[config.mk]
export PLATFORM = sky130hd
export DESIGN_NAME = pipe_stall_ctrl
export DESIGN_NICKNAME = d
export VERILOG_FILES = /design/src/rtl/pipe_stall_ctrl.sv
export SDC_FILE = /design/constraint.sdc
export NUM_CORES = 1
export LEC_CHECK = 0
export CAP_MARGIN = 20
export CORE_UTILIZATION = 30
export CTS_CLUSTER_DIAMETER = 200
export CTS_CLUSTER_SIZE = 40
export DETAILED_ROUTE_END_ITERATION = 10
export PLACE_DENSITY = 0.64
export SYNTH_ARGS = -nofsm -noshare
export SYNTH_HDL_FRONTEND = slang
export SYNTH_SLANG_ARGS = --single-unit
[constraint.sdc]
create_clock -name CLK -period 2.15 [get_ports CLK]
set_input_delay 0.43 -clock CLK [delete_from_list [all_inputs] [get_ports CLK]]
set_output_delay 0.43 -clock CLK [all_outputs]
set_load 0.01 [all_outputs]
[src/rtl/pipe_stall_ctrl.sv]
// pipe_stall_ctrl: stall/flush sequencer for the 5-stage core (multi-cycle EX ops, exception redirect).
// Build macro STALL_WATCHDOG_EN adds the sticky PC-stall watchdog driving STALL_TIMEOUT.
module pipe_stall_ctrl #(
    parameter int CNT_W      = 6,
    parameter int ADDR_W     = 32,
    parameter int WDOG_LIMIT = 1024
) (
    input  logic              CLK,
    input  logic              RST,
    input  logic              IF_STALL_REQ,
    input  logic              ID_STALL_REQ,
    input  logic              EX_STALL_REQ,
    input  logic              MEM_STALL_REQ,
    input  logic              MC_START,
    input  logic [CNT_W-1:0]  MC_CYCLES,
    input  logic              EXCEPT_REQ,
    input  logic [ADDR_W-1:0] EXCEPT_PC,
    output logic [5:0]        STALL,
    output logic              FLUSH,
    output logic [ADDR_W-1:0] NEW_PC,
    output logic              MC_DONE,
    output logic              BUSY,
    output logic              STALL_TIMEOUT
);

    localparam logic [1:0] S_RUN   = 2'd0;
    localparam logic [1:0] S_MC    = 2'd1;
    localparam logic [1:0] S_FLUSH = 2'd2;

    localparam logic [5:0] STALL_MEM  = 6'b011111;
    localparam logic [5:0] STALL_EX   = 6'b001111;
    localparam logic [5:0] STALL_ID   = 6'b000111;
    localparam logic [5:0] STALL_IF   = 6'b000011;
    localparam logic [5:0] STALL_NONE = 6'b000000;

    localparam logic [CNT_W-1:0] CNT_ONE = CNT_W'(1);
    localparam logic [CNT_W-1:0] CNT_TWO = CNT_W'(2);

    logic [1:0]        state_q;
    logic [1:0]        state_d;
    logic [CNT_W-1:0]  cnt_q;
    logic [CNT_W-1:0]  cnt_d;
    logic [ADDR_W-1:0] new_pc_q;
    logic [ADDR_W-1:0] new_pc_d;
    logic              flush_q;
    logic              busy_q;
    logic              mc_hold_s;
    logic              mc_done_s;
    logic [5:0]        stall_s;

    // Sequencer next state; an exception overrides everything, including a same-cycle MC_START.
    always_comb begin
        state_d   = state_q;
        cnt_d     = cnt_q;
        new_pc_d  = new_pc_q;
        mc_hold_s = 1'b0;
        mc_done_s = 1'b0;
        case (state_q)
            S_RUN: begin
                if (MC_START && !EXCEPT_REQ) begin
                    if (MC_CYCLES >= CNT_TWO) begin
                        mc_hold_s = 1'b1;
                        cnt_d     = MC_CYCLES - CNT_ONE;
                        state_d   = S_MC;
                    end else begin
                        mc_done_s = 1'b1;
                    end
                end else begin
                    state_d = S_RUN;
                end
            end
            S_MC: begin
                // Counts down even under a MEM stall: EX occupancy is fixed by the op.
                if (cnt_q > CNT_ONE) begin
                    mc_hold_s = 1'b1;
                    cnt_d     = cnt_q - CNT_ONE;
                end else begin
                    mc_done_s = 1'b1;
                    cnt_d     = '0;
                    state_d   = S_RUN;
                end
            end
            S_FLUSH: begin
                cnt_d   = '0;
                state_d = S_RUN;
            end
            default: begin
                cnt_d   = '0;
                state_d = S_RUN;
            end
        endcase
        if (EXCEPT_REQ) begin
            new_pc_d = EXCEPT_PC;
            cnt_d    = '0;
            state_d  = S_FLUSH;
        end else begin
            new_pc_d = new_pc_q;
        end
    end

    // Priority merge of stall sources; the flush cycle releases every stage.
    always_comb begin
        stall_s = STALL_NONE;
        if (state_q == S_FLUSH) begin
            stall_s = STALL_NONE;
        end else if (MEM_STALL_REQ) begin
            stall_s = STALL_MEM;
        end else if (EX_STALL_REQ || mc_hold_s) begin
            stall_s = STALL_EX;
        end else if (ID_STALL_REQ) begin
            stall_s = STALL_ID;
        end else if (IF_STALL_REQ) begin
            stall_s = STALL_IF;
        end else begin
            stall_s = STALL_NONE;
        end
    end

    // Sequencer state, redirect target and registered status outputs.
    always_ff @(posedge CLK) begin
        if (RST) begin
            state_q  <= S_RUN;
            cnt_q    <= '0;
            new_pc_q <= '0;
            flush_q  <= 1'b0;
            busy_q   <= 1'b0;
        end else begin
            state_q  <= state_d;
            cnt_q    <= cnt_d;
            new_pc_q <= new_pc_d;
            flush_q  <= EXCEPT_REQ;
            busy_q   <= (state_d != S_RUN);
        end
    end

    assign STALL   = stall_s;
    assign FLUSH   = flush_q;
    assign NEW_PC  = new_pc_q;
    assign BUSY    = busy_q;
    // A reset cycle must never report completion of an op it is aborting.
    assign MC_DONE = mc_done_s & ~RST;

`ifdef STALL_WATCHDOG_EN
    localparam int WDOG_W = $clog2(WDOG_LIMIT + 1);
    localparam logic [WDOG_W-1:0] WDOG_MAX = WDOG_W'(WDOG_LIMIT);
    localparam logic [WDOG_W-1:0] WDOG_ONE = WDOG_W'(1);

    logic [WDOG_W-1:0] wdog_q;
    logic [WDOG_W-1:0] wdog_d;
    logic              timeout_q;
    logic              timeout_d;

    // Run length of consecutive PC stalls, saturating at the limit.
    always_comb begin
        wdog_d    = wdog_q;
        timeout_d = timeout_q;
        if (stall_s[0] && !flush_q) begin
            if (wdog_q != WDOG_MAX) begin
                wdog_d = wdog_q + WDOG_ONE;
            end else begin
                wdog_d = wdog_q;
            end
        end else begin
            wdog_d = '0;
        end
        if (wdog_d == WDOG_MAX) begin
            timeout_d = 1'b1;
        end else begin
            timeout_d = timeout_q;
        end
    end

    // Watchdog counter and sticky timeout flag.
    always_ff @(posedge CLK) begin
        if (RST) begin
            wdog_q    <= '0;
            timeout_q <= 1'b0;
        end else begin
            wdog_q    <= wdog_d;
            timeout_q <= timeout_d;
        end
    end

    assign STALL_TIMEOUT = timeout_q;
`else
    assign STALL_TIMEOUT = 1'b0;
`endif

endmodule

[Word level (Yosys, flattened, before mapping)]
Index checks and enable logic that the tools add are counted.
Storage, ports and cells
  flip-flop bits (word level): 42
  input port bits: 46
  word-level logic and storage cells: 44
Cells by class
  add/subtract/negate cells: 2
  $lt $le $gt $ge: 2
  equality and inequality tests: 4
  mux-type cells: 22
  bitwise logic cells: 2
  reductions and logical operators: 7
Operators with widths (number)
  2-to-1 mux 6 bit: 3
  case mux 6 bit (2 select lines): 1
  subtractor 6 x 1 -> 6 bit (second input constant): 2
  2-to-1 mux 2 bit: 5
  2-to-1 mux 5 bit: 2
  greater-or-equal comparator 6 x 2 -> 1 bit (second input constant): 1
  greater-than comparator 6 x 1 -> 1 bit (second input constant): 1
  2-to-1 mux 1 bit: 6
  2-to-1 mux 4 bit: 1
  != test 2 bit (second input constant): 2
  case mux 1 bit (2 select lines): 2
  case mux 2 bit (2 select lines): 1
  2-to-1 mux 3 bit: 1
  equality test 2 x 1 -> 1 bit (second input constant): 1
  equality test 2 bit (second input constant): 1
  logical NOT 2 bit: 1
  AND reduction 2 bit: 1
  nonzero test 2 bit: 1
  OR reduction 2 bit: 1
  AND 1 bit: 1
  logical AND 1 bit: 1
  logical NOT 1 bit: 1
  logical OR 1 bit: 1
  inverter 1 bit: 1

[Depth between registers and ports, before layout]
Gate-level depths: netlist of run 1.
  word-level depth: 8
  mapped depth: 7
  mapped depth without buffers: 6

[Worst setup path after synthesis of run 1]
OpenSTA, ideal clock, no wires.
  kind: input -> output
  from: input EXCEPT_REQ
  to: output STALL[1]
  data arrival time: 1813 ps
  data required time: 1720 ps
  path slack: -93 ps
  cell stages on the path: 6
  cells stage by stage: clkbuf_1 nor3b_1 a21boi_0 nor3_1 o22ai_1 buf_4
Between the ends
  longest elaborated chain between the ends: 8
Ends and longest elaborated chain
  from (decl): RTL line 16  | input logic EXCEPT_REQ,
  logical NOT 1 bit: RTL line 60  | if (MC_START && !EXCEPT_REQ) begin
  logical AND 1 bit: RTL line 60
  2-to-1 mux 1 bit: RTL line 60
  case mux 1 bit (2 select lines): RTL line 58  | case (state_q)
  logical OR 1 bit: RTL line 108  | end else if (EX_STALL_REQ || mc_hold_s) begin
  2-to-1 mux 4 bit: RTL line 108
  2-to-1 mux 5 bit: RTL line 106  | end else if (MEM_STALL_REQ) begin
  2-to-1 mux 5 bit: RTL line 104  | if (state_q == S_FLUSH) begin
  to (decl): RTL line 18  | output logic [5:0] STALL,
Every way passes these cells.

[Final worst setup path of run 1]
  from: input ID_STALL_REQ
  to: output STALL[0]
Between the ends
  longest elaborated chain between the ends: 4
Ends and longest elaborated chain
  from (decl): RTL line 11  | input logic ID_STALL_REQ,
  2-to-1 mux 3 bit: RTL line 110  | end else if (ID_STALL_REQ) begin
  2-to-1 mux 4 bit: RTL line 108
  2-to-1 mux 5 bit: RTL line 106
  2-to-1 mux 5 bit: RTL line 104
Every way passes these cells.

==> flow_summary.toml, run 1 <==
[timing]
setup_tns_ns = 0
hold_viol_final = 0
period_minus_slack_ns = 2.11
finalSetupViolCount = 0
fmax_mhz = 474
fin_skew_ns = 0.000620
worst_slack_ns = 0.0405
slew_headroom_pct = 64.0
post-route-period-util_pct = 98.1
maxSlewViolCount = 0
worstMarginPinSlew_ns = 0.541

[logic_synthesis]
synthArstFlopShare_pct = 0
netlist_area_mm2 = 0.00188
ys_types = 38
synth_most_common_cell = "dfxtp_1"
synth_top_area_share_pct = 44.7
yosys_warnings = 0
avgSynthCellArea_um2 = 9.55
synth_ff_type = "dfxtp_1"
synth_edf_count = 0
syn_inst = 197
synth_commonest_cells = "dfxtp_1, nor2_1, mux2i_1, clkbuf_1, nor3_1"
netlist_top_cells_area = "dfxtp_1, mux2i_1, nor2_1"
yosysSeqAreaShare_pct = 44.7
ys_ff_latch = 42
yosys.area.top_type = "dfxtp_1"

[layout]
nets = 361
syn2layout_area_growth_pct = 69.9
fill_cells = 578
final_util_pct = 53.4
drive_gt1_share_pct = 23.1
finalInstanceArea_mm2 = 0.00320

[worst_setup_path]
critical_path_arrival_ns = 1.68
path_delay_family = "simple AND/OR/NAND/NOR gates"
start_kind = "primary input"
cp_cell_sequence = "clkdlybuf4s50_1 -> or3_4 -> nor3_2 -> o22ai_2 -> buf_2"
critPathRequiredTime_ns = 1.72
critical_path_buf_inv_count = 2
crit_path_end_kind = "output port"
critical_path.max_fanout = 4
crit_path_max_incr_delay_ns = 0.43
worstSetupPathType = "in -> out"
critPathSlowestCell = "or3_4"

[die]
start_util_pct = 31.4
pin_count = 88
die_area_mm2 = 0.00659
rows = 28
core-area_mm2 = 0.00599
die_h_um = 81.2
die_w_um = 81.2

[place]
hpwl_um = 3550
gp_congestion = 0.786
place_area_mm2 = 0.00300
io_buffers = 85
place_ws_ns = -0.726

[hold_path]
hold_path.class = "reg -> reg"

[grt]
grtUsageMet3_pct = 5.51
grt_pass1_wl_um = 8020
antenna_found_initial = 1
grtUsageMet2_pct = 26.2
grtUsageMet1_pct = 19.4
grt_overflow_total = 0
grt_pass1_vias = 1759
grt-busiest-layer = "met2"
grtUsageTotal_pct = 16.1
grt_max_degree = 36

[drt]
vias_per_cell = 4.64
drtAntennaViolNets = 0
drtPass1Iterations = 4
drt_iter0_drc = 73
route.detailed.drc = 0
via_count = 1800
routed_wl_um = 4980
wl_per_cell_um = 12.8

[clocking]
h-tree-depth = 2
ctsHoldBuffers = 0
cts_tree = "yes"
clkLatencyLatePin_ns = 0.29
clk_pin_slew_worst_paths_ns = 0.09
cts_root_buf = "clkbuf_8"
clock-sinks = 42
numCtsBuffers = 5
clock_path_buffers = 2

[power_and_ir_drop]
ir_worst_vdd_v = 0.000335
p_leak_nw = 1.34
total_power_w = 0.00187
powerDensity_mw_per_mm2 = 585

[job]
maxCapViolCount = 0

[status]
status = "completed"
[cell families (layout without fill, tap and decap cells)]
| family | after synthesis | after routing | synth area share [%] |
|---|---|---|---|
| flip-flops | 42 | 42 | 44.7 |
| AND/OR/NAND/NOR | 62 | 62 | 15.0 |
| AO/OA/AOI/OAI | 29 | 29 | 12.2 |
| multiplexers | 36 | 36 | 19.2 |
| buffers and inverters | 20 | 134 | 4.65 |
| other | 1 | 3 | 0.199 |
| adder cells (fa/ha/maj) | 4 | 4 | 2.66 |
| XOR/XNOR | 3 | 3 | 1.40 |
[state kept, by name, indices dropped and copies added (netlist names)]
signal	flops
NEW_PC	32
state_q	2
FLUSH	1
cnt_q	6
BUSY	1
[through the flow]
stage          hold slack [ns]  std cells
4_1_cts                  0.505        386
3_5_place_dp             0.485        376
6_report                 0.499        388
5_1_grt                  0.527        388
2_1_floorplan            0.503        198
3_3_place_gp             0.471        376
[routing by layer]
metal | share of wire [%] | wire length [um]
met1 | 44 | 2200
met2 | 46 | 2290
met3 | 8.6 | 430
met4 | 1.1 | 55
met5 | 0 | 0
[final timing paths]
kind	from	end	slack [ns]	cells past startpoint
max reg2reg	state_q[0]	cnt_q[3]	0.28	6
min reg2reg	NEW_PC[22]	NEW_PC[22]	0.50	2
min	NEW_PC[22]	NEW_PC[22]	0.50	2
max	ID_STALL_REQ	STALL[0]	0.04	5
[timing repair]
action	CTS	global route
resized for setup	45	13
setup buffers	2	1
pin swaps	7	5
setup endpoints to repair	7	5
endpoints found under the hold margin	0	0
[layout by cell type, fill, tap and decap left out, types with 4 or more instances in the layout]
cell	n
buf_2	6
nor2_1	36
buf_4	33
inv_1	5
dfxtp_1	41
nand3_1	4
clkbuf_8	5
nor3_2	4
clkdlybuf4s50_1	72
nand2_1	4
mux2i_1	35
[report_power, final]
group          internal, W  total, W  switching [W]
sequential        0.000819  0.000843      0.0000231
clock             0.000348  0.000634       0.000286
combinational     0.000236  0.000395       0.000159
total              0.00140   0.00187       0.000468
[worst register-to-register path, stage by stage (launching register included)]
cell,delay (ns)
dfxtp_1,0.39
buf_4,0.18
clkinv_1,0.14
buf_4,0.20
a21o_1,0.22
or4b_1,0.48
a41oi_1,0.20
[layout make-up]
class                   instances  area (um2)  area share, %
diodes                          1        2.50         0.0783
clock buffers                   5        68.8           2.15
clock inverters                 3        43.8           1.37
inverters                       7        26.3          0.822
multi-input cells             136        1060           33.1
flip-flops and latches         42         842           26.3
well taps                      75        93.8           2.94
repair buffers                119        1060           33.2
(Power assumes the default switching activity.)
==> run 2: changes to the inputs <==
--- a/config.mk
+++ b/config.mk
@@ -5,12 +5,13 @@
 export SDC_FILE = /design/constraint.sdc
 export NUM_CORES = 1
 export LEC_CHECK = 0
+export ABC_AREA = 1
 export CAP_MARGIN = 20
-export CORE_UTILIZATION = 30
+export CORE_UTILIZATION = 41
 export CTS_CLUSTER_DIAMETER = 200
 export CTS_CLUSTER_SIZE = 40
 export DETAILED_ROUTE_END_ITERATION = 10
-export PLACE_DENSITY = 0.64
+export PLACE_DENSITY = 0.82
 export SYNTH_ARGS = -nofsm -noshare
 export SYNTH_HDL_FRONTEND = slang
 export SYNTH_SLANG_ARGS = --single-unit
==> run 2 against run 1 <==
Against the previous run: via count up 9.4%; total power down 2.8%; sequential power about the same; clock-buffer cell count up 2; non-clock buffer count down 14; critical endpoint is now MC_DONE.
==> flow_summary.toml, run 2 <==
[logic_synthesis]
synth_ff_type = "dfxtp_1"
synthArstFlopShare_pct = 0
synth_commonest_cells = "nand2_1, dfxtp_1, nand3_1, nor2_1, inv_1"
netlist_top_cells_area = "dfxtp_1, nand2_1, nand3_1"
synth_most_common_cell = "nand2_1"
synth_edf_count = 0
syn_inst = 258
ys_types = 24
avgSynthCellArea_um2 = 7.24
ys_ff_latch = 42
netlist_area_mm2 = 0.00187
yosys_warnings = 0
yosysSeqAreaShare_pct = 45.0
synth_top_area_share_pct = 45.0
yosys.area.top_type = "dfxtp_1"

[grt]
grt_pass1_vias = 1906
grt_pass1_wl_um = 8230
grt_max_degree = 23
grt_overflow_total = 0
grtUsageTotal_pct = 20.9
antenna_found_initial = 0

[clocking]
clock_path_buffers = 2
h-tree-depth = 2
clkLatencyLatePin_ns = 0.28
clk_pin_slew_worst_paths_ns = 0.08
cts_root_buf = "clkbuf_8"
cts_tree = "yes"
numCtsBuffers = 5
clock-sinks = 42

[worst_setup_path]
start_kind = "primary input"
critPathRequiredTime_ns = 1.72
worstSetupPathType = "in -> out"
critical_path.max_fanout = 3
cp_cell_sequence = "clkdlybuf4s50_1 -> inv_2 -> nand4_4 -> nand3b_1 -> a21oi_2 -> clkdlybuf4s15_1"
critical_path_arrival_ns = 1.62
path_delay_family = "buffers and inverters"
critical_path_buf_inv_count = 3
critPathSlowestCell = "clkdlybuf4s50_1"
crit_path_max_incr_delay_ns = 0.45
crit_path_end_kind = "output port"

[power_and_ir_drop]
swShare_pct = 24.3
clkPwrFrac_pct = 32.9
switchingPower_w = 0.000442
ir_worst_vdd_v = 0.000400
sequentialPowerShare_pct = 46.5
p_comb_share_pct = 20.6
p_leak_nw = 1.39
p_int_w = 0.00138
powerDensity_mw_per_mm2 = 606

[timing]
maxSlewViolCount = 0
fin_skew_ns = 0.00447
grt_setup_unrepaired = "no"
hold_slack_ns = 0.471
setup_tns_ns = 0
period_minus_slack_ns = 2.05
post-route-period-util_pct = 95.2
hold_viol_final = 0
finalSetupViolCount = 0
worst_slack_ns = 0.103
fmax_mhz = 489

[place]
hpwl_um = 3550
gp_congestion = 0.817
io_buffers = 85
place_area_mm2 = 0.00287
place_ws_ns = -0.521

[layout]
fill_cells = 375
finalInstanceArea_mm2 = 0.00300
final_common_cell = "nand2_1"
largest_reg_flops = 32
final_cell_mix = "nand2_1, clkdlybuf4s50_1, dfxtp_1, nand3_1, buf_4"
syn2layout_area_growth_pct = 60.7
antenna_cells = 0
drive_gt1_share_pct = 15.3
nets = 409

[drt]
drtPass1Iterations = 5
drt_iter0_drc = 118
via_count = 1969
route.detailed.drc = 0
wl_per_cell_um = 11.4
routed_wl_um = 4690
vias_per_cell = 4.78
drtAntennaViolNets = 0

[die]
rows = 24
die_w_um = 69.5
die_h_um = 69.5
core-area_mm2 = 0.00435
pin_count = 88
die_area_mm2 = 0.00483
start_util_pct = 42.9

[hold_path]
hold_path.class = "reg -> reg"

[status]
status = "completed"

[job]
maxCapViolCount = 0
==> run 2: changes by cell type in the layout (fill, tap and decap cells not counted), moves of 5 or more <==
| cell | previous run | this run |
|---|---|---|
| nor2_1 | 36 | 12 |
| nand3_1 | 4 | 37 |
| mux2i_1 | 35 | 0 |
| nand2_1 | 4 | 97 |
| inv_2 | 1 | 11 |
| buf_4 | 33 | 20 |
| buf_2 | 6 | 0 |
| a21oi_1 | 3 | 8 |
==> run 2: logic make-up (layout without fill, tap and decap cells) <==
| logic type | count (synthesis) | after routing | share of synthesized area (%) |
|---|---|---|---|
| AOI/OAI and AO/OA | 15 | 15 | 4.96 |
| adders and majority gates | 4 | 4 | 2.68 |
| other | 1 | 2 | 0.201 |
| and+or+nand+nor | 160 | 160 | 38.0 |
| xor gates and xnor gates | 4 | 4 | 1.88 |
| buffers and inverters | 32 | 133 | 7.30 |
| DFF | 42 | 42 | 45.0 |
==> run 2: final timing paths <==
check / from / end / slack [ns] / cells past startpoint
setup / recovery: MC_CYCLES[5] / MC_DONE / 0.10 / 6
hold / removal: NEW_PC[6] / NEW_PC[6] / 0.47 / 2
setup reg to reg: cnt_q[0] / cnt_q[5] / 0.77 / 12
hold reg to reg: NEW_PC[6] / NEW_PC[6] / 0.47 / 2
==> run 2: tightest hold or removal path, delay by kind of cell, from the launching register on <==
family / cells / cell delay (ns)
and+or+nand+nor: 2 / 0.12
DFF: 1 / 0.31
==> run 2: repair_timing <==
action / CTS / global route
gates resized for setup: 11 / 19
setup buffers: 0 / 1
hold endpoints to repair: 0 / 0
pin swaps: 1 / 2
setup endpoints to repair: 5 / 6
hold buffers: 0 / 0
==> run 2: layer usage <==
layer / GRT usage [%] / part of all wire, % / vias to the layer above
li1: - / - / 1013
met2: 35.6 / 46 / 73
met5: 0 / 0 / -
met1: 25.0 / 45 / 877
met4: 6.58 / 1.0 / 0
met3: 6.25 / 7.7 / 6
==> run 2: power by group through the flow <==
stage          logic [W]  clock network (W)  registers, W
5_1_grt         0.000413           0.000643      0.000851
6_report        0.000375           0.000598      0.000846
3_3_place_gp    0.000374                  0      0.000862
2_1_floorplan   0.000142                  0      0.000878
3_5_place_dp    0.000379                  0      0.000862
4_1_cts         0.000376           0.000611      0.000846
==> run 2: layout make-up <==
class	instances	area, um2	share of cell area [%]
Sequential cell	42	846	28.2
Clock inverter	1	30.0	1.00
Tap cell	52	65.1	2.17
Timing Repair Buffer	105	988	32.9
Inverter	20	75.1	2.50
Multi-Input combinational cell	185	921	30.7
Clock buffer	7	76.3	2.54
==> run 2: stage by stage <==
stage / util [%] / instances / power [W]
after detailed placement: 65.9 / 403 / 0.00124
after global routing: 68.9 / 412 / 0.00191
after CTS: 68.3 / 411 / 0.00183
final: 68.9 / 412 / 0.00182
after global placement: 65.9 / 403 / 0.00124
after floorplan: - / 259 / 0.00102
==> run 3: changes to the inputs <==
==> constraint.sdc (replaced) <==
create_clock -name CLK -period 2.3 [get_ports CLK]
set_input_delay 0.46 -clock CLK [delete_from_list [all_inputs] [get_ports CLK]]
set_output_delay 0.46 -clock CLK [all_outputs]
set_load 0.01 [all_outputs]
==> run 3 against run 2 <==
Against the previous run: combinational power decreased by 7.5%; die area unchanged; critical path depth grew 4; total power is 10% lower; wire length shrank 1.3%.
==> flow_summary.toml, run 3 (same netlist as run 2, synthesis figures left out) <==
[timing]
post-route-period-util_pct = 96.3
grt_setup_unrepaired = "no"
worst_slack_ns = 0.0845
finalSetupViolCount = 0
setup_tns_ns = 0
fmax_mhz = 451
maxSlewViolCount = 0
period_minus_slack_ns = 2.22
hold_slack_ns = 0.476
fin_skew_ns = 0.00271
hold_viol_final = 0

[drt]
routed_wl_um = 4630
wl_per_cell_um = 11.3
via_count = 1918
drtAntennaViolNets = 0
drt_iter0_drc = 89
route.detailed.drc = 0
vias_per_cell = 4.67
drtPass1Iterations = 6

[grt]
grtUsageMet3_pct = 7.56
grt_overflow_total = 0
grtUsageTotal_pct = 20.2
grt-busiest-layer = "met2"
antenna_found_initial = 0
grt_pass1_wl_um = 8000
grt_max_degree = 23
grtUsageMet2_pct = 35.1
grt_pass1_vias = 1862
grtUsageMet1_pct = 23.4

[worst_setup_path]
critical_path.max_fanout = 3
start_kind = "primary input"
r2r-start = "cnt_q[1]"
critical_path_arrival_ns = 1.76
r2r_cells = 12
critPathRequiredTime_ns = 1.84
r2r-end = "cnt_q[5]"
reg2reg_slack_ns = 0.85
crit_path_end_kind = "output port"
worstSetupPathType = "in -> out"

[job]
maxCapViolCount = 0

[clocking]
clock-sinks = 42
clkLatencyLatePin_ns = 0.29
numCtsBuffers = 5
clock_path_buffers = 2
h-tree-depth = 2
cts_tree = "yes"
clk_pin_slew_worst_paths_ns = 0.09
cts_root_buf = "clkbuf_8"

[layout]
finalInstanceArea_mm2 = 0.00296
final_common_cell = "nand2_1"
layoutNonFillerInstCount = 411
final_cell_mix = "nand2_1, clkdlybuf4s50_1, dfxtp_1, nand3_1, buf_4"
antenna_cells = 0
drive_gt1_share_pct = 13.4
fill_cells = 360
nets = 408
multi_input_area_um2 = 902
largest_reg_flops = 32
syn2layout_area_growth_pct = 58.3
regArea_um2 = 841

[place]
post-place-cells = 403
io_buffers = 85
place_ws_ns = -0.465
gp_congestion = 0.831
place_area_mm2 = 0.00287
hpwl_um = 3480

[hold_path]
hold_path.class = "reg -> reg"
min_from = "NEW_PC[17]"
min_path_cells = 2
hold_end = "NEW_PC[17]"

[die]
die_h_um = 69.5
die_w_um = 69.5
core-area_mm2 = 0.00435
rows = 24
start_util_pct = 42.9
die_area_mm2 = 0.00483
pin_count = 88

[power_and_ir_drop]
ir_worst_vdd_v = 0.000347
powerDensity_mw_per_mm2 = 553
p_leak_nw = 1.35

[status]
status = "completed"
run 3: critical path, cell delays in order:
cell and delay [ns]:
clkdlybuf4s50_1 0.46, nor2_4 0.15, nand4_4 0.09, nand3_2 0.09, nand2_1 0.06, inv_2 0.05
nand2_1 0.04, nand2_1 0.05, inv_1 0.03, dlygate4sd2_1 0.27
run 3: area by class of cell:
cell class	instances	share of cell area, %
Tap cell	52	2.20
Multi-Input combinational cell	185	30.5
Inverter	20	2.54
Sequential cell	42	28.4
Clock buffer	6	2.79
Timing Repair Buffer	104	33.1
Clock inverter	2	0.423
run 3: worst max path at each step:
stage,start,to,cells past startpoint
5_1_grt,cnt_q[1],STALL[3],12
4_1_cts,MC_CYCLES[2],STALL[3],10
3_3_place_gp,MC_CYCLES[0],MC_DONE,8
6_report,MC_CYCLES[2],STALL[3],10
3_5_place_dp,MC_CYCLES[0],MC_DONE,8
2_1_floorplan,MC_CYCLES[0],STALL[1],9
run 3: through the flow:
| step | utilization [%] | total power [W] |
|---|---|---|
| detailed placement | 65.9 | 0.00116 |
| global placement | 65.9 | 0.00116 |
| CTS | 68.1 | 0.00165 |
| global route | 67.9 | 0.00171 |
| floorplan | - | 0.000953 |
| finish | 67.9 | 0.00164 |
run 3: repair_timing:
item	in CTS	in global routing
setup buffers	0	0
cloned	0	0
gates resized for setup	11	3
hold buffers	0	0
endpoints found under the setup margin	5	3
pin swaps	1	0
run 3: power breakdown:
group / total (W) / leakage, nW / internal [W] / switching, W
sequential: 0.000790 / 0.346 / 0.000767 / 0.0000232
clock: 0.000498 / 0.0472 / 0.000241 / 0.000256
combinational: 0.000347 / 0.960 / 0.000194 / 0.000153
run 3: routing by layer:
| layer | routed length [um] | vias up |
|---|---|---|
| met5 | 0 | - |
| met4 | 32 | 0 |
| met3 | 452 | 4 |
| met2 | 2120 | 79 |
| met1 | 2020 | 822 |
| li1 | - | 1013 |
